`config.mk`:
```
export PLATFORM = sky130hd
export DESIGN_NAME = uart_rx_os_flat
export DESIGN_NICKNAME = d
export VERILOG_FILES = /design/src/rtl/uart_pkg.sv /design/src/rtl/uart_rx_os_if.sv /design/src/rtl/uart_rx_sampler.sv /design/src/rtl/uart_rx_os.sv /design/src/flat_wrapper.sv
export SDC_FILE = /design/constraint.sdc
export NUM_CORES = 1
export LEC_CHECK = 0
export ABC_AREA = 1
export CORE_MARGIN = 5
export CORE_UTILIZATION = 46
export DETAILED_ROUTE_END_ITERATION = 10
export GPL_TIMING_DRIVEN = 0
export HOLD_SLACK_MARGIN = 0.15
export PLACE_DENSITY = 0.65
export SLEW_MARGIN = 10
export SYNTH_ARGS = -nofsm -noshare
export SYNTH_HDL_FRONTEND = slang
export SYNTH_HIERARCHICAL = 1
export SYNTH_SLANG_ARGS = --single-unit
```
`constraint.sdc`:
```
create_clock -name i_clk -period 2.62 [get_ports i_clk]
set_clock_uncertainty 0.2 [all_clocks]
set_input_delay 0.524 -clock i_clk [delete_from_list [all_inputs] [get_ports i_clk]]
set_output_delay 0.524 -clock i_clk [all_outputs]
set_load 0.005 [all_outputs]
```
`src/rtl/uart_pkg.sv`:
```
// Shared types and constants for the oversampling UART receiver.
// Parity modes, FSM state encoding, error flags and the bit-period helper.
package uart_pkg;

  localparam int UART_CHECK_NONE = 0;
  localparam int UART_CHECK_ODD  = 1;
  localparam int UART_CHECK_EVEN = 2;

  typedef enum logic [2:0] {
    IDLE,
    START,
    DATA,
    PARITY,
    STOP,
    DELIVER
  } rx_state_t;

  typedef struct packed {
    logic parity;
    logic frame;
    logic overrun;
  } rx_err_t;

  function automatic int clk_per_bit(input int clk, input int baud);
    return clk / baud;
  endfunction

endpackage

```
`src/rtl/uart_rx_os_if.sv`:
```
// User-side handshake and status bundle of the UART receiver.
// The master is the receiver; the slave is the consuming logic.
interface uart_rx_os_if #(
  parameter int P_UART_DATA_WIDTH = 8
);
  logic                         i_user_rx_ready;
  logic [P_UART_DATA_WIDTH-1:0] o_user_rx_data;
  logic                         o_user_rx_valid;
  logic                         o_parity_err;
  logic                         o_frame_err;
  logic                         o_overrun_err;
  logic                         o_busy;

  modport master (
    input  i_user_rx_ready,
    output o_user_rx_data, o_user_rx_valid, o_parity_err, o_frame_err, o_overrun_err, o_busy
  );

  modport slave (
    output i_user_rx_ready,
    input  o_user_rx_data, o_user_rx_valid, o_parity_err, o_frame_err, o_overrun_err, o_busy
  );
endinterface

```
`src/rtl/uart_rx_sampler.sv`:
```
// Line synchroniser, falling-edge detect, bit-period counter and 3-sample
// majority vote around mid-bit.
module uart_rx_sampler #(
  parameter int CLK_PER_BIT = 10
) (
  input  logic i_clk,
  input  logic i_rst,
  input  logic rx,
  input  logic restart,
  output logic line_hi,
  output logic fall,
  output logic bit_val,
  output logic bit_done,
  output logic bit_end
);
  localparam int MID = CLK_PER_BIT / 2;
  localparam int CW  = $clog2(CLK_PER_BIT);

  // sync[0..1] is the 2-FF synchroniser, sync[2] the delayed copy for edges
  logic [2:0]    sync;
  logic [CW-1:0] clk_cnt;
  logic          samp0, samp1;

  always_ff @(posedge i_clk) begin
    if (i_rst) begin
      sync    <= '1;
      clk_cnt <= '0;
      samp0   <= 1'b1;
      samp1   <= 1'b1;
    end else begin
      sync <= {sync[1:0], rx};
      if (restart || bit_end) clk_cnt <= '0;
      else                    clk_cnt <= clk_cnt + CW'(1);
      if (clk_cnt == CW'(MID - 1)) samp0 <= sync[1];
      if (clk_cnt == CW'(MID))     samp1 <= sync[1];
    end
  end

  assign line_hi  = sync[1];
  assign fall     = sync[2] & ~sync[1];
  assign bit_done = (clk_cnt == CW'(MID + 1));
  assign bit_end  = (clk_cnt == CW'(CLK_PER_BIT - 1));
  assign bit_val  = (samp0 & samp1) | (samp0 & sync[1]) | (samp1 & sync[1]);

endmodule

```
`src/rtl/uart_rx_os.sv`:
```
// UART receiver with configurable frame format, glitch-rejecting start
// detection, error reporting and a one-entry valid/ready output register.
module uart_rx_os
  import uart_pkg::*;
#(
  parameter int P_SYSTEM_CLK      = 50_000_000,
  parameter int P_UART_BUADRATE   = 9600,
  parameter int P_UART_DATA_WIDTH = 8,
  parameter int P_UART_STOP_WIDTH = 1,
  parameter int P_UART_CHECK      = 0
) (
  input  logic         i_clk,
  input  logic         i_rst,
  input  logic         i_uart_rx,
  uart_rx_os_if.master u
);
  localparam int CPB = clk_per_bit(P_SYSTEM_CLK, P_UART_BUADRATE);
  localparam int W   = P_UART_DATA_WIDTH;
  localparam int SW  = P_UART_STOP_WIDTH;

  rx_state_t      state, nxt;
  rx_err_t        err;
  logic           line_hi, fall, bit_val, bit_done, bit_end;
  logic           armed, start_go, load, par_mis;
  logic [3:0]     bit_idx;
  logic           stop_idx;
  logic [W-1:0]   shreg, data_q;
  logic           valid_q, par_bit, frame_bad;

  assign start_go = (state == IDLE) && armed && fall;

  uart_rx_sampler #(.CLK_PER_BIT(CPB)) u_smp (
    .i_clk    (i_clk),
    .i_rst    (i_rst),
    .rx       (i_uart_rx),
    .restart  (start_go),
    .line_hi  (line_hi),
    .fall     (fall),
    .bit_val  (bit_val),
    .bit_done (bit_done),
    .bit_end  (bit_end)
  );

  always_ff @(posedge i_clk) begin
    if (i_rst) state <= IDLE;
    else       state <= nxt;
  end

  always_comb begin
    nxt = state;
    unique case (state)
      IDLE:    if (armed && fall) nxt = START;
      START:   if (bit_done && bit_val) nxt = IDLE;
               else if (bit_end)        nxt = DATA;
      DATA:    if (bit_end && bit_idx == 4'(W - 1))
                 nxt = (P_UART_CHECK != UART_CHECK_NONE) ? PARITY : STOP;
      PARITY:  if (bit_end) nxt = STOP;
      STOP:    if (bit_done && stop_idx == 1'(SW - 1)) nxt = DELIVER;
      DELIVER: nxt = IDLE;
      default: nxt = IDLE;
    endcase
  end

  // Odd parity wants the data+parity XOR to be 1, even wants it 0
  always_comb begin
    par_mis = 1'b0;
    if (P_UART_CHECK == UART_CHECK_ODD)  par_mis = ~(^shreg ^ par_bit);
    if (P_UART_CHECK == UART_CHECK_EVEN) par_mis =  (^shreg ^ par_bit);
  end

  always_comb begin
    err  = '0;
    load = 1'b0;
    if (state == DELIVER) begin
      if (frame_bad)                         err.frame   = 1'b1;
      else if (par_mis)                      err.parity  = 1'b1;
      else if (valid_q && !u.i_user_rx_ready) err.overrun = 1'b1;
      else                                   load        = 1'b1;
    end
  end

  always_ff @(posedge i_clk) begin
    if (i_rst) begin
      armed     <= 1'b0;
      shreg     <= '0;
      par_bit   <= 1'b0;
      frame_bad <= 1'b0;
      bit_idx   <= '0;
      stop_idx  <= 1'b0;
      data_q    <= '0;
      valid_q   <= 1'b0;
    end else begin
      // A break leaves the line low; stay deaf until it has gone high again
      if (err.frame)    armed <= 1'b0;
      else if (line_hi) armed <= 1'b1;

      unique case (state)
        IDLE: begin
          bit_idx   <= '0;
          stop_idx  <= 1'b0;
          frame_bad <= 1'b0;
        end
        DATA: begin
          if (bit_done) shreg   <= {bit_val, shreg[W-1:1]};
          if (bit_end)  bit_idx <= bit_idx + 4'd1;
        end
        PARITY: if (bit_done) par_bit <= bit_val;
        STOP: begin
          if (bit_done && !bit_val) frame_bad <= 1'b1;
          if (bit_end)              stop_idx  <= 1'b1;
        end
        default: ;
      endcase

      if (load) begin
        data_q  <= shreg;
        valid_q <= 1'b1;
      end else if (valid_q && u.i_user_rx_ready) begin
        valid_q <= 1'b0;
      end
    end
  end

  assign u.o_user_rx_data  = data_q;
  assign u.o_user_rx_valid = valid_q;
  assign u.o_parity_err    = err.parity;
  assign u.o_frame_err     = err.frame;
  assign u.o_overrun_err   = err.overrun;
  assign u.o_busy          = (state != IDLE);

endmodule

```
`src/flat_wrapper.sv`:
```
// flat-port wrapper written by rule: the top's interface ports become plain ports
module uart_rx_os_flat import uart_pkg::*;
#(
  parameter int P_SYSTEM_CLK      = 50_000_000,
  parameter int P_UART_BUADRATE   = 9600,
  parameter int P_UART_DATA_WIDTH = 8,
  parameter int P_UART_STOP_WIDTH = 1,
  parameter int P_UART_CHECK      = 0
)
  (i_clk, i_rst, i_uart_rx, u_i_user_rx_ready, u_o_user_rx_data, u_o_user_rx_valid, u_o_parity_err, u_o_frame_err, u_o_overrun_err, u_o_busy);
  uart_rx_os_if #(.P_UART_DATA_WIDTH(P_UART_DATA_WIDTH)) u_i ();
  input  logic i_clk;
  input  logic i_rst;
  input  logic i_uart_rx;
  input wire logic [$bits(u_i.i_user_rx_ready)-1:0] u_i_user_rx_ready;
  output wire logic [$bits(u_i.o_user_rx_data)-1:0] u_o_user_rx_data;
  output wire logic [$bits(u_i.o_user_rx_valid)-1:0] u_o_user_rx_valid;
  output wire logic [$bits(u_i.o_parity_err)-1:0] u_o_parity_err;
  output wire logic [$bits(u_i.o_frame_err)-1:0] u_o_frame_err;
  output wire logic [$bits(u_i.o_overrun_err)-1:0] u_o_overrun_err;
  output wire logic [$bits(u_i.o_busy)-1:0] u_o_busy;
  assign u_i.i_user_rx_ready = u_i_user_rx_ready;
  assign u_o_user_rx_data = u_i.o_user_rx_data;
  assign u_o_user_rx_valid = u_i.o_user_rx_valid;
  assign u_o_parity_err = u_i.o_parity_err;
  assign u_o_frame_err = u_i.o_frame_err;
  assign u_o_overrun_err = u_i.o_overrun_err;
  assign u_o_busy = u_i.o_busy;
  uart_rx_os #(.P_SYSTEM_CLK(P_SYSTEM_CLK), .P_UART_BUADRATE(P_UART_BUADRATE), .P_UART_DATA_WIDTH(P_UART_DATA_WIDTH), .P_UART_STOP_WIDTH(P_UART_STOP_WIDTH), .P_UART_CHECK(P_UART_CHECK)) u_core (.i_clk(i_clk), .i_rst(i_rst), .i_uart_rx(i_uart_rx), .u(u_i));
endmodule
```
==> impl_metrics.json, run 1 <==
{
  "max_freq_ghz": 0.401,
  "vias": 1794,
  "irDropWorstVdd_mv": 0.336,
  "place_hpwl_um": 2960,
  "finalHoldViolations": 0,
  "cts-root-buf": "clkbuf_8",
  "first_global_vias": 1637,
  "worstPathMaxFanout": 3,
  "worstHoldStart": "u_core/u_smp/sync[0]",
  "required_ps": 1900,
  "yosys.area.top_type": "dfxtp_1",
  "critical_path_class": "primary input to output port",
  "start_util_pct": 48.2,
  "htreeDepth": 2,
  "cpMaxStageDelayCell": "clkdlybuf4s50_1",
  "crit_path_max_incr_delay_ps": 510,
  "synth_seq_area_share_pct": 42.0,
  "critical_path.cell_chain": "clkdlybuf4s50_1 > nor2_1 > inv_1 > nor2_1 > clkdlybuf4s50_1",
  "finalMaxSlewViolations": 0,
  "final_nets": 334,
  "synthMuxAreaShare_pct": 0,
  "status": "finished clean",
  "die_width_um": 78.3,
  "port_buffers": 15,
  "dp.cells": 371,
  "worst_ep_arrival_time_ps": 1770,
  "setup_violations": 0,
  "synthSimpleGateAreaFrac_pct": 35.3,
  "cts_made_buffers": 5,
  "cts_tree": "yes",
  "clock_latency_ps": 300,
  "synth_top_family_by_area": "simple AND/OR/NAND/NOR gates",
  "grt_max_degree": 17,
  "cts.sinks": 45,
  "setup-tns-final_ps": 0,
  "route.detailed.drc": 0,
  "grt_use_total_pct": 14.4,
  "clock_tree.buffer_depth": 2,
  "ys_ff_latch": 45,
  "endpoint_kind": "output port",
  "drtPass1Iterations": 4,
  "grt-ovfl-total": 0,
  "num_rows": 24,
  "startpoint": "u_i_user_rx_ready",
  "finalNonFillerCells": 379,
  "synthXorXnorAreaFrac_pct": 0.409,
  "synth_cells": 304,
  "synth.area.top_cells": "dfxtp_1 (42%), nor2_1 (12%), nand2_1 (9.1%)",
  "r2r_start": "u_core/u_smp/clk_cnt[8]",
  "antenna_found_initial": 0,
  "grt_pass1_wl_um": 7180,
  "first_iter_violations": 92,
  "synthAdderAreaFrac_pct": 2.80,
  "place_congestion": 0.804,
  "die_area_sq_um": 6120,
  "routed_wl_um": 4020,
  "drv_cap": 0,
  "cp-start-kind": "primary input",
  "rsz0062_at_grt": "no",
  "synth_fp_nets": 312,
  "post-route-period-util_pct": 95.1,
  "vias_per_cell": 4.73,
  "fp.coreArea_sq_um": 4440,
  "ant_nets": 0,
  "ys_types": 33,
  "p_per_area_nw_per_um2": 615,
  "area_growth_pct": 14.7,
  "final_layout_size_suffix_gt1_share_pct": 13.1,
  "min_path_type": "register to register",
  "diodes": 0,
  "netlist_area_sq_um": 2140,
  "fp.dieH_um": 78.3,
  "synth_compound_area_share_pct": 10.2,
  "synth_top_cell_area_share_pct": 42.0,
  "syn_area_per_cell_sq_um": 7.05,
  "clk_pin_slew_ps": 90,
  "post_cts_buffers": 0,
  "fin_crit_ps": 2490,
  "wl_per_cell_um": 10.6,
  "p_leak_nw": 0.931,
  "pin_count": 17,
  "ys_warn_count": 6
}
==> power breakdown <==
group | internal (W) | switching, W | leakage, nW
clock | 0.000193 | 0.000251 | 0.0447
combinational | 0.000120 | 0.000189 | 0.521
sequential | 0.000724 | 0.0000357 | 0.365
total | 0.00104 | 0.000476 | 0.931
==> registers in the layout, indices dropped and copies added, names as in the netlist <==
signal	flops
u_core/u_smp/clk_cnt	13
u_core/shreg	8
u_core/u.o_user_rx_data	8
u_core/bit_idx	4
u_core/state	3
u_core/u_smp/sync	3
u_core/armed	1
u_core/frame_bad	1
u_core/stop_idx	1
u_core/u.o_user_rx_valid	1
u_core/u_smp/samp0	1
u_core/u_smp/samp1	1
==> path summary, 6_finish.rpt <==
kind	cells after the start	end	slack (ps)
setup / recovery	5	u_o_overrun_err	130
hold / removal	1	u_core/u_smp/sync[1]	230
setup reg to reg	13	u_core/state[0]	430
hold reg to reg	1	u_core/u_smp/sync[1]	230
==> cell type report <==
cell class                 count  area [sq um]
clock buffer                   5          68.8
fill                         455          1990
sequential                    45           902
buffer                         5          32.5
inverter                      42           164
tap                           52          65.1
multi-input combinational    212          1050
clock inverter                 3          25.0
timing repair buffer          15           150
==> routing by layer <==
layer	GRT usage, %	routed length (um)	vias to the layer above
met5	0	0	-
met4	4.72	59	0
met3	3.78	150	6
met2	21.7	1640	23
met1	20.0	2160	775
li1	-	-	990
==> repair_timing <==
item                       in CTS  in global routing
resized for setup               0                  2
hold endpoints to repair        0                  0
setup endpoints to repair       0                  3
hold buffers                    0                  0
==> layout by cell type (no fill, tap or decap), drive strengths merged <==
| cell type | count |
|---|---|
| xor2 | 1 |
| clkbuf | 6 |
| inv | 41 |
| ha | 4 |
| nand3 | 25 |
| maj3 | 1 |
| dfxtp | 45 |
| or2 | 4 |
| a211oi | 1 |
| nand2 | 58 |
| a21oi | 16 |
| o221ai | 1 |
| clkinv | 3 |
| o21ai | 21 |
| nor2 | 74 |
| clkinvlp | 1 |
| nor3b | 1 |
| clkdlybuf4s50 | 15 |
| nand4 | 4 |
| conb | 1 |
| buf | 4 |
==> critical path, delay by kind of cell <==
kind | cells | cell delay (ps)
buf+inv | 3 | 1010
simple gates | 2 | 230
==> cells in the mapped netlist <==
library cell,instances
nor2_1,68
nand2_1,52
dfxtp_1,45
inv_1,36
nand3_1,21
o21ai_0,19
a21oi_1,14
nand2_2,5
ha_1,4
inv_2,4
nand4_1,4
nand3_2,3
nor2_2,3
nor2_4,3
or2_2,3
a21oi_2,2
buf_2,2
a211oi_2,1
buf_4,1
buf_6,1
clkbuf_1,1
clkinv_2,1
clkinv_4,1
conb_1,1
maj3_1,1
nand2_4,1
nand3_4,1
nor3b_1,1
o21ai_1,1
o21ai_2,1
o221ai_1,1
or2_1,1
xor2_1,1
==> cell families after synthesis <==
group / Yosys count
and+or+nand+nor: 166
buffers and inverters: 47
adders and majority gates: 5
AOI/OAI and AO/OA: 39
DFF: 45
other: 1
xor gates and xnor gates: 1
==> through the flow <==
stage | worst slack [ps] | utilization (%) | power, W | hold WS, ps | instance area (sq um)
4_1_cts | 84.4 | 55.2 | 0.00153 | 231 | 2450
6_report | 128 | 55.3 | 0.00151 | 231 | 2460
3_3_place_gp | 83.4 | 53.1 | 0.00108 | 193 | 2360
3_5_place_dp | 125 | 53.1 | 0.00108 | 199 | 2360
5_1_grt | 35.0 | 55.3 | 0.00162 | 241 | 2460
2_1_floorplan | 554 | - | 0.00100 | 189 | 2140
Power figures use the tool's default switching activity.
==> run 2, diff against run 1 <==
--- a/config.mk
+++ b/config.mk
@@ -11,6 +11,7 @@
 export DETAILED_ROUTE_END_ITERATION = 10
 export GPL_TIMING_DRIVEN = 0
 export HOLD_SLACK_MARGIN = 0.15
+export MAX_ROUTING_LAYER = met4
 export PLACE_DENSITY = 0.65
 export SLEW_MARGIN = 10
 export SYNTH_ARGS = -nofsm -noshare
==> run 2 against run 1 <==
Against the previous run:
- wire length up 0.45%
- sequential power about the same
- non-clock buffer count stayed put
- clock power is essentially flat
- final area stayed put
- critical path type unchanged
- largest power group unchanged
==> impl_metrics.json, run 2 (synthesis results as in run 1) <==
{
  "drtPass1Iterations": 4,
  "wl_per_cell_um": 10.6,
  "power_switching_w": 0.000477,
  "grt_max_degree": 17,
  "largest_reg_flops": 13,
  "fin_crit_ps": 2490,
  "rr_endpoint": "u_core/state[0]",
  "final_layout_size_suffix_gt1_share_pct": 13.1,
  "place_hpwl_um": 2960,
  "required_ps": 1900,
  "drv_cap": 0,
  "hold_buffers": 0,
  "setup-tns-final_ps": 0,
  "grt_pass1_wl_um": 7180,
  "cp-start-kind": "primary input",
  "route.detailed.drc": 0,
  "status": "finished clean",
  "finalMaxSlewViolations": 0,
  "vias": 1797,
  "min_path_type": "register to register",
  "regArea_sq_um": 902,
  "die_area_sq_um": 6120,
  "layout_commonest_cell": "nor2_1",
  "rsz0062_at_grt": "no",
  "finalNonFillerCells": 379,
  "routed_wl_um": 4040,
  "max_freq_ghz": 0.401,
  "antenna_found_initial": 0,
  "grt_use_total_pct": 14.9,
  "r2r_slack_ps": 420,
  "clock_tree.buffer_depth": 2,
  "r2r_cells": 13,
  "worstPathMaxFanout": 3,
  "worst_ep_arrival_time_ps": 1770,
  "p_clk_share_pct": 29.3,
  "vias_per_cell": 4.74,
  "finalHoldViolations": 0,
  "fp.dieH_um": 78.3,
  "clock_latency_ps": 300,
  "multi_input_comb_area_sq_um": 1050,
  "irDropWorstVdd_mv": 0.337,
  "p_int_w": 0.00104,
  "cts_made_buffers": 5,
  "worstHoldStart": "u_core/u_smp/sync[0]",
  "dp.cells": 371,
  "cts_tree": "yes",
  "num_rows": 24,
  "ant_nets": 0,
  "clk_pin_slew_ps": 90,
  "n_fill_cell": 455,
  "cts-root-buf": "clkbuf_8",
  "netSwitchingFraction_pct": 31.5,
  "pwr-share-comb_pct": 20.5,
  "startpoint": "u_i_user_rx_ready",
  "final_nets": 334,
  "htreeDepth": 2,
  "layout_setup_ws_ps": 128,
  "pre_cts_ws_ps": 125,
  "p_per_area_nw_per_um2": 615,
  "first_global_vias": 1638,
  "post-route-period-util_pct": 95.1,
  "whs_path_depth": 1,
  "grt-ovfl-total": 0,
  "cts.sinks": 45,
  "diodes": 0,
  "layout_common_cells": "nor2_1 (68), nand2_1 (52), dfxtp_1 (44)",
  "endpoint_kind": "output port",
  "r2r_start": "u_core/u_smp/clk_cnt[8]",
  "die_width_um": 78.3,
  "pin_count": 17,
  "first_iter_violations": 96,
  "critical_path_class": "primary input to output port",
  "start_util_pct": 48.2,
  "port_buffers": 15,
  "top_register": "u_core/u_smp/clk_cnt",
  "place_congestion": 0.816,
  "power_frac_seq_pct": 50.2,
  "whs_endpoint": "u_core/u_smp/sync[1]",
  "p_leak_nw": 0.931,
  "area_growth_pct": 14.7,
  "post_cts_resized": 0,
  "setup_violations": 0,
  "post_cts_buffers": 0,
  "fp.coreArea_sq_um": 4440
}
[run 2: cell counts in the layout (fill, tap and decap cells not counted)]
No cell type changed its count.
[run 2: critical path, stage by stage]
cell and delay, ps:
clkdlybuf4s50_1 400, nor2_1 100, inv_1 100, nor2_1 130, clkdlybuf4s50_1 510
[run 2: layout make-up]
type | count | share of cell area, %
clock buffers | 5 | 2.80
flip-flops and latches | 45 | 36.7
multi-input cells | 212 | 42.7
well taps | 52 | 2.65
plain buffers | 5 | 1.32
repair buffers | 15 | 6.11
inverters | 42 | 6.67
clock inverters | 3 | 1.02
[run 2: worst max path at each step]
stage / end / slack (ps) / cells past startpoint
floorplan: u_core/state[0] / 550 / 12
global placement: u_o_overrun_err / 80 / 5
detailed placement: u_o_overrun_err / 130 / 5
CTS: u_o_overrun_err / 80 / 7
global route: u_o_overrun_err / 30 / 7
finish: u_o_overrun_err / 130 / 5
[run 2: power by group through the flow]
stage               combinational (W)  sequential [W]  clock, W
floorplan                    0.000232        0.000768         0
global placement             0.000304        0.000773         0
detailed placement           0.000309        0.000774         0
CTS                          0.000312        0.000758  0.000464
global route                 0.000359        0.000766  0.000498
finish                       0.000310        0.000759  0.000444
[run 2: routing by layer]
metal  vias up  GRT usage, %  part of all wire, %
met5         -             -                    0
met4         0          4.72                  1.4
met3         5          4.12                  4.0
met2        26          21.7                   41
met1       776          20.0                   54
li1        990             -                    -
[run 2: stage by stage]
| step | power, W | util [%] | hold WS (ps) | cell area [sq um] |
|---|---|---|---|---|
| 2_1_floorplan | 0.00100 | - | 189 | 2140 |
| 3_3_place_gp | 0.00108 | 53.1 | 193 | 2360 |
| 3_5_place_dp | 0.00108 | 53.1 | 199 | 2360 |
| 4_1_cts | 0.00153 | 55.2 | 231 | 2450 |
| 5_1_grt | 0.00162 | 55.3 | 241 | 2460 |
| 6_report | 0.00151 | 55.3 | 228 | 2460 |
==> run 3, diff against run 2 <==
--- a/config.mk
+++ b/config.mk
@@ -5,7 +5,6 @@
 export SDC_FILE = /design/constraint.sdc
 export NUM_CORES = 1
 export LEC_CHECK = 0
-export ABC_AREA = 1
 export CORE_MARGIN = 5
 export CORE_UTILIZATION = 46
 export DETAILED_ROUTE_END_ITERATION = 10
==> run 3 against run 2 <==
Against the previous run:
- synthesized cell count down 24%
- synthesized area down 0.99%
- non-clock buffer count up 8
- global-route usage down 0.12 points
- critical endpoint is now u_o_frame_err
- largest cell class unchanged
- largest power group unchanged
- highest routed layer unchanged
==> impl_metrics.json, run 3 <==
{
  "pwr-share-comb_pct": 5.9,
  "first_global_vias": 1574,
  "met1_length_um": 2080,
  "layout_common_cells": "dfxtp_1 (45), mux2i_1 (17), clkdlybuf4s50_1 (15), nand2b_1 (15), nor2_1 (13)",
  "p_per_area_nw_per_um2": 483,
  "worst-path-buf-inv": 2,
  "cts_made_buffers": 5,
  "syn_area_per_cell_sq_um": 9.23,
  "worst_ep_arrival_time_ps": 1760,
  "cp-start-kind": "register",
  "critical_path.cell_chain": "clkbuf_1 > and3_1 > clkdlybuf4s50_1",
  "met2_length_um": 1970,
  "clock_tree.buffer_depth": 2,
  "dr_wl_met3_um": 129,
  "cts.sinks": 45,
  "vias_per_cell": 5.52,
  "placed_area_sq_um": 2340,
  "final_layout_size_suffix_gt1_share_pct": 9.96,
  "cts-root-buf": "clkbuf_8",
  "min_path_type": "register to register",
  "ys_ff_latch": 45,
  "final_nets": 260,
  "vias": 1674,
  "synth_cells": 230,
  "antenna_found_initial": 0,
  "hold_buffers": 0,
  "clk_pin_slew_ps": 90,
  "route.detailed.drc": 0,
  "start_util_pct": 48.1,
  "irDropWorstVdd_mv": 0.321,
  "drtPass1Iterations": 4,
  "ys_types": 41,
  "finalHoldViolations": 0,
  "crit_path_max_incr_delay_ps": 520,
  "place_hpwl_um": 3000,
  "path_delay_family": "buffers and inverters",
  "post-route-period-util_pct": 94.8,
  "ys_warn_count": 6,
  "area_growth_pct": 13.7,
  "yosys.area.top_type": "dfxtp_1",
  "finalMaxSlewViolations": 0,
  "wl_per_cell_um": 13.9,
  "first_iter_violations": 100,
  "netSwitchingFraction_pct": 22.8,
  "setup_violations": 0,
  "fp.dieH_um": 77.9,
  "cts_tree": "yes",
  "p_int_w": 0.000899,
  "synth_top_cell_area_share_pct": 42.5,
  "synth_flop_cell": "dfxtp_1",
  "die_width_um": 77.9,
  "grt_pass1_wl_um": 7370,
  "rsz0062_at_grt": "no",
  "synth_seq_area_share_pct": 42.5,
  "grt_use_total_pct": 14.8,
  "fin_crit_ps": 2480,
  "drv_cap": 0,
  "synth_fp_nets": 238,
  "postLayoutCoreUtil_pct": 54.7,
  "cpMaxStageDelayCell": "clkdlybuf4s50_1",
  "highest_layer": "met4",
  "synth_edf_count": 0,
  "fp.coreArea_sq_um": 4410,
  "layout_commonest_cell": "dfxtp_1",
  "p_leak_nw": 0.842,
  "diodes": 0,
  "ant_nets": 0,
  "postLayoutCellArea_sq_um": 2410,
  "die_area_sq_um": 6070,
  "endpoint_kind": "output port",
  "power_switching_w": 0.000266,
  "grt-ovfl-total": 0,
  "grt_max_degree": 13,
  "clock_latency_ps": 290,
  "status": "finished clean",
  "port_buffers": 15,
  "synth-async-reset-ratio_pct": 0,
  "routed_wl_um": 4200,
  "setup-tns-final_ps": 0,
  "netlist_area_sq_um": 2120,
  "synth.area.top_cells": "dfxtp_1 (42%), mux2i_1 (8.0%), nand2b_1 (4.4%)",
  "power_frac_seq_pct": 60.3,
  "p_clk_share_pct": 33.8,
  "htreeDepth": 2,
  "worstPathMaxFanout": 10,
  "slew_headroom_pct": 64.3,
  "place_congestion": 0.819,
  "largest_reg_flops": 13,
  "tightest_slew_ps": 535,
  "num_rows": 24,
  "pin_count": 17,
  "netlist_top_cells_count": "dfxtp_1 (45), mux2i_1 (17), nand2b_1 (15)",
  "critical_path_class": "register to output port",
  "top_register": "u_core/u_smp/clk_cnt",
  "max_freq_ghz": 0.403,
  "required_ps": 1900,
  "yosysMostFrequentCell": "dfxtp_1"
}
==> run 3: changes by cell type after synthesis, moves of 12 or more <==
cell / before / now
inv_1: 36 / 8
mux2i_1: 0 / 17
nand2_1: 52 / 10
nand2b_1: 0 / 15
nand3_1: 21 / 7
nor2_1: 68 / 14
o21ai_0: 19 / 7
==> run 3: layout make-up <==
cell class / instances / area (sq um)
Fill cell: 431 / 2000
Clock buffer: 5 / 68.8
Inverter: 8 / 30.0
Sequential cell: 45 / 901
Buffer: 13 / 63.8
Multi-Input combinational cell: 164 / 1130
Clock inverter: 1 / 5.00
Tap cell: 52 / 65.1
Timing Repair Buffer: 15 / 150
==> run 3: cells by family (layout without fill, tap and decap cells) <==
kind of cell | count (synthesis) | after routing | synth area share (%)
fa+ha+maj | 5 | 5 | 2.83
mux | 17 | 17 | 8.02
compound gates | 31 | 31 | 10.0
buf+inv | 21 | 42 | 4.42
other cells | 1 | 1 | 0.177
flops | 45 | 45 | 42.5
simple gates | 107 | 107 | 30.8
xor+xnor | 3 | 3 | 1.24
==> run 3: per-layer routing <==
layer  vias to the layer above  global-route usage [%]
met1                       782                    18.6
met3                         2                    3.36
li1                        875                       -
met5                         -                       -
met2                        15                    24.4
met4                         0                    3.04
==> run 3: final timing paths <==
| check | slack (ps) | cells after the start | to | startpoint |
|---|---|---|---|---|
| max | 140 | 3 | u_o_frame_err | u_core/state[2] |
| min | 220 | 1 | u_core/u_smp/sync[1] | u_core/u_smp/sync[0] |
| max reg2reg | 220 | 6 | u_core/shreg[5] | u_core/u_smp/clk_cnt[11] |
| min reg2reg | 220 | 1 | u_core/u_smp/sync[1] | u_core/u_smp/sync[0] |
==> run 3: worst register-to-register path: stages (launching register included) <==
cell	delay (ps)
dfxtp_1	440
nor4bb_1	520
nand2_1	100
nor2_1	230
nor4bb_1	310
buf_2	300
mux2i_1	220
==> run 3: power by group through the flow <==
stage	Combinational [W]	Clock, W	Sequential, W
detailed placement	0.0000689	0	0.000719
global placement	0.0000684	0	0.000719
floorplan	0.0000470	0	0.000716
global route	0.0000776	0.000444	0.000705
CTS	0.0000694	0.000413	0.000703
finish	0.0000688	0.000393	0.000703
==> run 3: metrics by stage <==
step	std cells	power, W	hold WS (ps)	worst slack [ps]
floorplan	230	0.000763	189	534
global placement	297	0.000787	191	87.5
detailed placement	297	0.000788	200	51.5
CTS	303	0.00119	220	43.2
global route	303	0.00123	239	50.3
finish	303	0.00116	216	137
==> run 3: what timing repair did <==
action,in CTS,in global routing
gates resized for setup,0,1
setup buffers,0,0
endpoints found under the setup margin,0,2
